### config.mk
export PLATFORM = sky130hd
export DESIGN_NAME = piso_shift_reg
export DESIGN_NICKNAME = d
export VERILOG_FILES = /design/src/rtl/piso_pkg.sv /design/src/rtl/piso_bit_counter.sv /design/src/rtl/piso_shift_reg.sv
export SDC_FILE = /design/constraint.sdc
export NUM_CORES = 1
export LEC_CHECK = 0
export ABC_CLOCK_PERIOD_IN_PS = 1700
export CAP_MARGIN = 10
export CORE_MARGIN = 4
export CORE_UTILIZATION = 35
export DETAILED_ROUTE_END_ITERATION = 8
export PLACE_DENSITY_LB_ADDON = 0.08
export SLEW_MARGIN = 0
export SYNTH_ARGS = -nofsm -noshare
export SYNTH_HDL_FRONTEND = slang
export SYNTH_SLANG_ARGS = --single-unit
### constraint.sdc
create_clock -name clk -period 1.7 [get_ports clk]
set_input_delay 0.425 -clock clk [delete_from_list [all_inputs] [get_ports clk]]
set_output_delay 0.425 -clock clk [all_outputs]
set_load 0.05 [all_outputs]
### src/rtl/piso_pkg.sv
// Shared types and helpers for the parallel-in serial-out transmit register.
// Serial word length depends on the optional PISO_PARITY_EN build macro.
package piso_pkg;

  typedef enum logic [0:0] {
    StIdle,
    StShift
  } piso_state_e;

  localparam int unsigned PisoDefaultWidth = 4;

  // Serial bits per word: the data bits plus one trailing parity bit when enabled.
  function automatic int unsigned piso_bits(input int unsigned n, input bit parity_en);
    return parity_en ? n + 1 : n;
  endfunction

endpackage

### src/rtl/piso_bit_counter.sv
// Bit counter for the serial transmitter: synchronous clear, enable-increment,
// and a flag raised while the final bit of a word is on the line.
module piso_bit_counter #(
  parameter int unsigned Bits = 4
) (
  input  logic clk,
  input  logic rst,
  input  logic clr,
  input  logic en,
  output logic last
);

  localparam int unsigned CntW = $clog2(Bits + 1);

  logic [CntW-1:0] cnt_q;

  always_ff @(posedge clk) begin
    if (rst) begin
      cnt_q <= '0;
    end else if (clr) begin
      cnt_q <= '0;
    end else if (en) begin
      cnt_q <= cnt_q + 1'b1;
    end
  end

  assign last = (cnt_q == CntW'(Bits - 1));

endmodule

### src/rtl/piso_shift_reg.sv
// Parallel-in serial-out transmit register, LSB first, valid/ready load side.
// Define PISO_PARITY_EN to append an even-parity bit after the data bits.
module piso_shift_reg
  import piso_pkg::*;
#(
  parameter int unsigned N = PisoDefaultWidth
) (
  input  logic         clk,
  input  logic         rst,
  input  logic         load_valid,
  input  logic [N-1:0] load_data,
  input  logic         shift_en,
  output logic         load_ready,
  output logic         sout,
  output logic         sout_valid,
  output logic         busy,
  output logic         done
);

`ifdef PISO_PARITY_EN
  localparam bit ParityEn = 1'b1;
`else
  localparam bit ParityEn = 1'b0;
`endif

  localparam int unsigned Bits = piso_bits(N, ParityEn);

  piso_state_e state_q;
  logic [N-1:0] sr_q;
  logic         ready_q;
  logic         done_q;
  logic         cnt_last;
  logic         handshake;
  logic         shift_step;
  logic         line_bit;

  assign handshake  = load_valid & ready_q;
  assign shift_step = (state_q == StShift) & shift_en;

  piso_bit_counter #(
    .Bits (Bits)
  ) u_bit_counter (
    .clk  (clk),
    .rst  (rst),
    .clr  (handshake),
    .en   (shift_step),
    .last (cnt_last)
  );

  // ready is registered so it stays low through reset and rises the cycle after release.
  always_ff @(posedge clk) begin
    if (rst) begin
      state_q <= StIdle;
      sr_q    <= '0;
      ready_q <= 1'b0;
      done_q  <= 1'b0;
    end else begin
      done_q <= 1'b0;
      unique case (state_q)
        StIdle: begin
          ready_q <= 1'b1;
          if (handshake) begin
            sr_q    <= load_data;
            state_q <= StShift;
            ready_q <= 1'b0;
          end
        end
        StShift: begin
          if (shift_en) begin
            sr_q <= sr_q >> 1;
            if (cnt_last) begin
              state_q <= StIdle;
              done_q  <= 1'b1;
              ready_q <= 1'b1;
            end
          end
        end
        default: begin
          state_q <= StIdle;
          ready_q <= 1'b0;
        end
      endcase
    end
  end

`ifdef PISO_PARITY_EN
  logic par_q;

  always_ff @(posedge clk) begin
    if (rst) begin
      par_q <= 1'b0;
    end else if (handshake) begin
      par_q <= ^load_data;
    end
  end

  // With parity, the final counted bit is the parity bit rather than shift-register data.
  assign line_bit = cnt_last ? par_q : sr_q[0];
`else
  assign line_bit = sr_q[0];
`endif

  assign load_ready = ready_q;
  assign sout_valid = (state_q == StShift);
  assign busy       = (state_q == StShift);
  assign sout       = (state_q == StShift) & line_bit;
  assign done       = done_q;

endmodule

==> results of run 1 <==
## registers in the layout (all words and copies together) (netlist names)
register and count:
busy 1, load_ready 1, done 1, u_bit_counter.cnt_q 3, sr_q 4
## power by group
part / switching [W] / internal, W
Sequential: 0.0000124 / 0.000247
Combinational: 0.0000582 / 0.0000616
Clock: 0.0000781 / 0.000130
## cell usage after synthesis
| library cell | count | area [um^2] |
|---|---|---|
| and2_1 | 2 | 12.5 |
| nand2_1 | 3 | 11.3 |
| a311oi_1 | 1 | 8.76 |
| nand3b_1 | 2 | 15.0 |
| xnor2_1 | 1 | 8.76 |
| mux2i_1 | 2 | 20.0 |
| buf_6 | 2 | 22.5 |
| nor2_1 | 2 | 7.51 |
| a22oi_1 | 2 | 15.0 |
| buf_2 | 1 | 5.00 |
| dfxtp_1 | 10 | 200 |
| and3b_1 | 1 | 8.76 |
| a2111oi_4 | 1 | 27.5 |
| nor3_1 | 2 | 10.0 |
| a211oi_1 | 3 | 22.5 |
| and2_4 | 1 | 8.76 |
| inv_1 | 2 | 7.51 |
| buf_1 | 1 | 3.75 |
| ha_1 | 2 | 25.0 |
| a21oi_1 | 3 | 15.0 |
| buf_4 | 1 | 7.51 |
| nand3_1 | 3 | 15.0 |
| nor2_2 | 1 | 6.26 |
| a21boi_0 | 1 | 7.51 |
## logic make-up after synthesis
kind of cell    after synthesis
simple gates                 17
mux                           2
buf+inv                       7
fa+ha+maj                     2
xor+xnor                      1
compound gates               11
flops                        10
## stage by stage
| stage | cells | hold WS (ps) | worst slack, ps | total power, W |
|---|---|---|---|---|
| 3_3_place_gp | 74 | 459 | 65.7 | 0.000385 |
| 4_1_cts | 78 | 474 | 180 | 0.000598 |
| 6_report | 78 | 473 | 200 | 0.000587 |
| 3_5_place_dp | 74 | 465 | 26.9 | 0.000385 |
| 5_1_grt | 78 | 490 | 125 | 0.000620 |
| 2_1_floorplan | 50 | 443 | 13.9 | 0.000336 |
## tightest hold or removal path: cells and delay by family, from the launching register on
kind | cells | cell delay [ps]
flops | 1 | 310
simple gates | 1 | 60
compound gates | 1 | 60
## final timing paths
| kind | cells after the start | slack [ps] | start | to |
|---|---|---|---|---|
| max | 2 | 200 | busy | sout |
| max reg2reg | 4 | 410 | busy | u_bit_counter.cnt_q[2] |
| min reg2reg | 2 | 470 | sr_q[3] | sr_q[3] |
| min | 2 | 470 | sr_q[3] | sr_q[3] |
## area by class of cell
class	count	area share, %
repair buffers	14	25.4
well taps	15	2.76
multi-input cells	33	36.0
clock buffers	4	5.33
inverters	2	1.10
flip-flops and latches	10	29.4
## layer usage
metal	part of all wire [%]	GRT usage [%]	vias to the layer above
met3	9.3	5.93	0
met2	46	15.6	12
li1	-	-	208
met5	0	0	-
met1	45	11.4	174
met4	0	3.51	0
==> run summary, run 1 <==
Worst Path Max Fanout: 4
DPL Wire Length: 708 um
Total number of vias: 394
Buf/Inv on CP: 1
Top delay family on crit path: flip-flops
Slew Viols, Final: 0
Register area: 200 um^2
DRC Markers: 0
Nets@finish: 74
Largest family of logic cells by synthesized area: compound AO/OA/AOI/OAI gates
Slew headroom: 71.2%
Req. time, crit path: 1270 ps
Most common cell after layout, fill and taps aside: dfxtp_1
Most frequent cells in the layout: dfxtp_1, clkdlybuf4s50_1, buf_12
Max cap viols: 0
Fin util: 51.7%
Die area: 0.00207 mm^2
Cts bufs inserted: 3
Final setup TNS: 0 ps
Initial cell density of the core: 37.3%
Fin crit share: 88.3%
Syn Area/Cell: 9.83 um^2
Synth Area in Simple Gates: 19.3%
Fillers: 132
Final design area excluding fillers: 681 um^2
Grt ovf: 0
WL per Instance: 11.4 um
Drt initial violations: 4
Die W: 45.5 um
Multiplexer share of the synthesized area: 4.07%
Clk root buf: clkbuf_4
RSZ-0062 raised after global routing: false
Pwr/cell area: 863 mW/mm^2
DR pass1 iterations: 3
CP max stage delay: 450 ps
LEAKAGE: 0.254 nW
CTS max path bufs: 2
Clock skew: 5.10 ps
Vias per cell: 5.05
YS warnings: 0
Largest net degree at the start of global routing: 11
Routability cong.: 0.674
HP Class: reg2reg
GRT Resource Usage Total: 10.1%
Adder-Cell Fraction of Synth Area: 5.09%
Layout cell share with drive strength beyond 1: 22.2%
Row count: 13
Post-CTS setup buffers: 0
Synth Instances: 50
Port bufs: 12
# IOs: 13
VDD IR-drop max: 0.502 mV
Diodes inserted: 0
Compound-Gate Fraction of Synth Area: 19.6%
Synth Area in XOR/XNOR: 1.78%
Vias in the first global route: 362
Area growth from synthesis to layout: 38.4%
Syn_nets: 60
Status: complete, no violations
Htree depth: 1
Crit path launch type: register
First-pass GRT wire length: 1450 um
CTS Hold Bufs: 0
FF+latch count, synth: 10
Worst-path clk slew: 70 ps
Setup Crit Path Kind: reg2out
CTS tree: yes
Core area: 0.00132 mm^2
Clock Sinks: 10
Fin crit period: 1500 ps
Area post-placement: 644 um^2
Maximum clock rate: 0.666 GHz
Ordered list of cells on the worst path: and2_1 > buf_12
Hold Vio Cnt, Final: 0
Register area share after synthesis: 40.7%
Routed Antenna Nets: 0
Worst path slowest cell: dfxtp_1
Post-synthesis instance area: 492 um^2
Worst-Margin Slew: 431 ps
Nature of the critical path endpoint: output port
Initial antenna violation count: 0
Post-CTS sizing: 0
Die height: 45.5 um
Multi-input gate area: 245 um^2
WP data arrival: 1080 ps
Synth cell types: 24
Final setup fails: 0
Total Routed Length: 892 um
Later-pin clock latency in the skew report: 260 ps
Power figures use the tool's default switching activity.
==> run 2: changes to the inputs <==
- CORE_AREA: not set -> 4 4 41 43
- CORE_MARGIN: 4 -> not set
- CORE_UTILIZATION: 35 -> not set
- DIE_AREA: not set -> 0 0 45 47
==> run 2 against run 1 <==
  * Clock skew rose by 1.7 ps
  * Power shrank 8.6%
  * Worst setup slack lost 26 ps
  * Sequential power about the same
  * Wire length decreased by 1.6%
==> run summary, run 2 (synthesis gave the netlist of run 1 again) <==
Max cap viols: 0 (unchanged)
Most common cell after layout, fill and taps aside: dfxtp_1
Post-CTS sizing: 0 (unchanged)
Worst-Margin Slew: 429 ps (-1.60 ps)
Fin crit period: 1530 ps (+25.6 ps)
Clock Sinks: 10 (unchanged)
Max FFs per register: 4 (unchanged)
Req. time, crit path: 1270 ps (about the same)
Final design area excluding fillers: 667 um^2 (-2.0%)
RSZ-0062 raised after global routing: false
First-pass GRT wire length: 1300 um (-10%)
Die W: 45 um (-1.1%)
Status: complete, no violations
Total Routed Length: 878 um (-1.6%)
Total number of vias: 391 (-0.76%)
CTS max path bufs: 2 (unchanged)
WP data arrival: 1100 ps (+20 ps)
Later-pin clock latency in the skew report: 260 ps (about the same)
Layout cell share with drive strength beyond 1: 21.0% (-1.3 points)
# IOs: 13 (unchanged)
Post-CTS setup buffers: 0 (unchanged)
Hold slack: 468 ps (-4.71 ps)
Crit path launch type: register
GRT Resource Usage Total: 8.86% (-1.2 points)
WL per Instance: 11.4 um (-0.29%)
Pwr/cell area: 805 mW/mm^2 (-6.7%)
Port bufs: 12 (unchanged)
Setup Crit Path Kind: reg2out
CTS Hold Bufs: 0 (unchanged)
Nets@finish: 74 (unchanged)
Vias in the first global route: 300 (-17%)
DRC Markers: 0 (unchanged)
Drt initial violations: 6 (+2)
Largest net degree at the start of global routing: 11 (unchanged)
Nature of the critical path endpoint: output port
CTS tree: yes
Vias per cell: 5.08 (+0.53%)
LEAKAGE: 0.246 nW (-2.8%)
Routed Antenna Nets: 0 (unchanged)
Fin crit share: 89.8% (+1.5 points)
VDD IR-drop max: 0.616 mV (+23%)
Final setup TNS: 0 ps (unchanged)
HP Class: reg2reg
Worst Path Max Fanout: 5 (+1)
Routability cong.: 0.706 (+4.8%)
Diodes inserted: 0 (unchanged)
Top Registers: sr_q (4), u_bit_counter.cnt_q (3)
Core area: 0.00130 mm^2 (-1.2%)
Hold Vio Cnt, Final: 0 (unchanged)
DR pass1 iterations: 4 (+1)
Slew headroom: 71.3% (+0.11 points)
Largest reg by FF count: sr_q
Dpl ws: 37.4 ps (+10.4 ps)
Final setup fails: 0 (unchanged)
Fin util: 51.2% (-0.41 points)
Clk root buf: clkbuf_4
Fillers: 132 (unchanged)
DPL Wire Length: 668 um (-5.6%)
Initial cell density of the core: 37.8% (+0.47 points)
Area post-placement: 644 um^2 (unchanged)
Maximum clock rate: 0.655 GHz (-1.7%)
Grt ovf: 0 (unchanged)
Area growth from synthesis to layout: 35.6%
Die area: 0.00212 mm^2 (+2.3%)
Worst-path clk slew: 70 ps (about the same)
Clock skew: 6.77 ps (+1.66 ps)
Htree depth: 1 (unchanged)
Final WS setup: 174 ps (-25.6 ps)
Row count: 13 (unchanged)
Slew Viols, Final: 0 (unchanged)
Cts bufs inserted: 3 (unchanged)
Most frequent cells in the layout: dfxtp_1, clkdlybuf4s50_1, buf_12
Initial antenna violation count: 0 (unchanged)
Die height: 47 um (+3.3%)
==> run 2: changes by cell type in the layout (fill, tap and decap cells not counted), sizes merged <==
cell,previous run,this run
clkbuf,4,3
==> run 2: area by class of cell <==
type | count | area [um^2] | area share [%]
multi-input combinational | 33 | 245 | 36.8
sequential | 10 | 200 | 30.0
timing repair buffer | 14 | 173 | 25.9
clock buffer | 3 | 22.5 | 3.38
tap | 15 | 18.8 | 2.81
inverter | 2 | 7.51 | 1.13
==> run 2: routing by layer <==
| layer | up-vias | routed length, um | track usage, % |
|---|---|---|---|
| li1 | 202 | - | - |
| met1 | 174 | 410 | 10.7 |
| met2 | 15 | 362 | 13.3 |
| met3 | 0 | 105 | 5.75 |
| met4 | 0 | 0 | 1.75 |
| met5 | - | 0 | 0 |
==> run 2: final timing paths <==
check	from	end	slack (ps)	cells past startpoint
setup / recovery	busy	sout	170	2
hold / removal	sr_q[1]	sr_q[1]	470	2
setup reg to reg	busy	sr_q[0]	460	4
hold reg to reg	sr_q[1]	sr_q[1]	470	2
==> run 2: where the power goes <==
part           total (W)  internal, W  switching (W)  leakage [nW]
sequential      0.000260     0.000247      0.0000132        0.0817
clock           0.000158    0.0000815      0.0000762        0.0138
combinational   0.000119    0.0000616      0.0000572         0.151
==> run 2: critical path, stage by stage, from the launching register on <==
cell and delay (ps):
dfxtp_1 480, and2_1 220, buf_12 140
==> run 2: stage by stage <==
| stage | power [W] | cells |
|---|---|---|
| after floorplan | 0.000336 | 50 |
| after global placement | 0.000385 | 74 |
| after detailed placement | 0.000385 | 74 |
| after CTS | 0.000547 | 77 |
| after global routing | 0.000562 | 77 |
| final | 0.000537 | 77 |
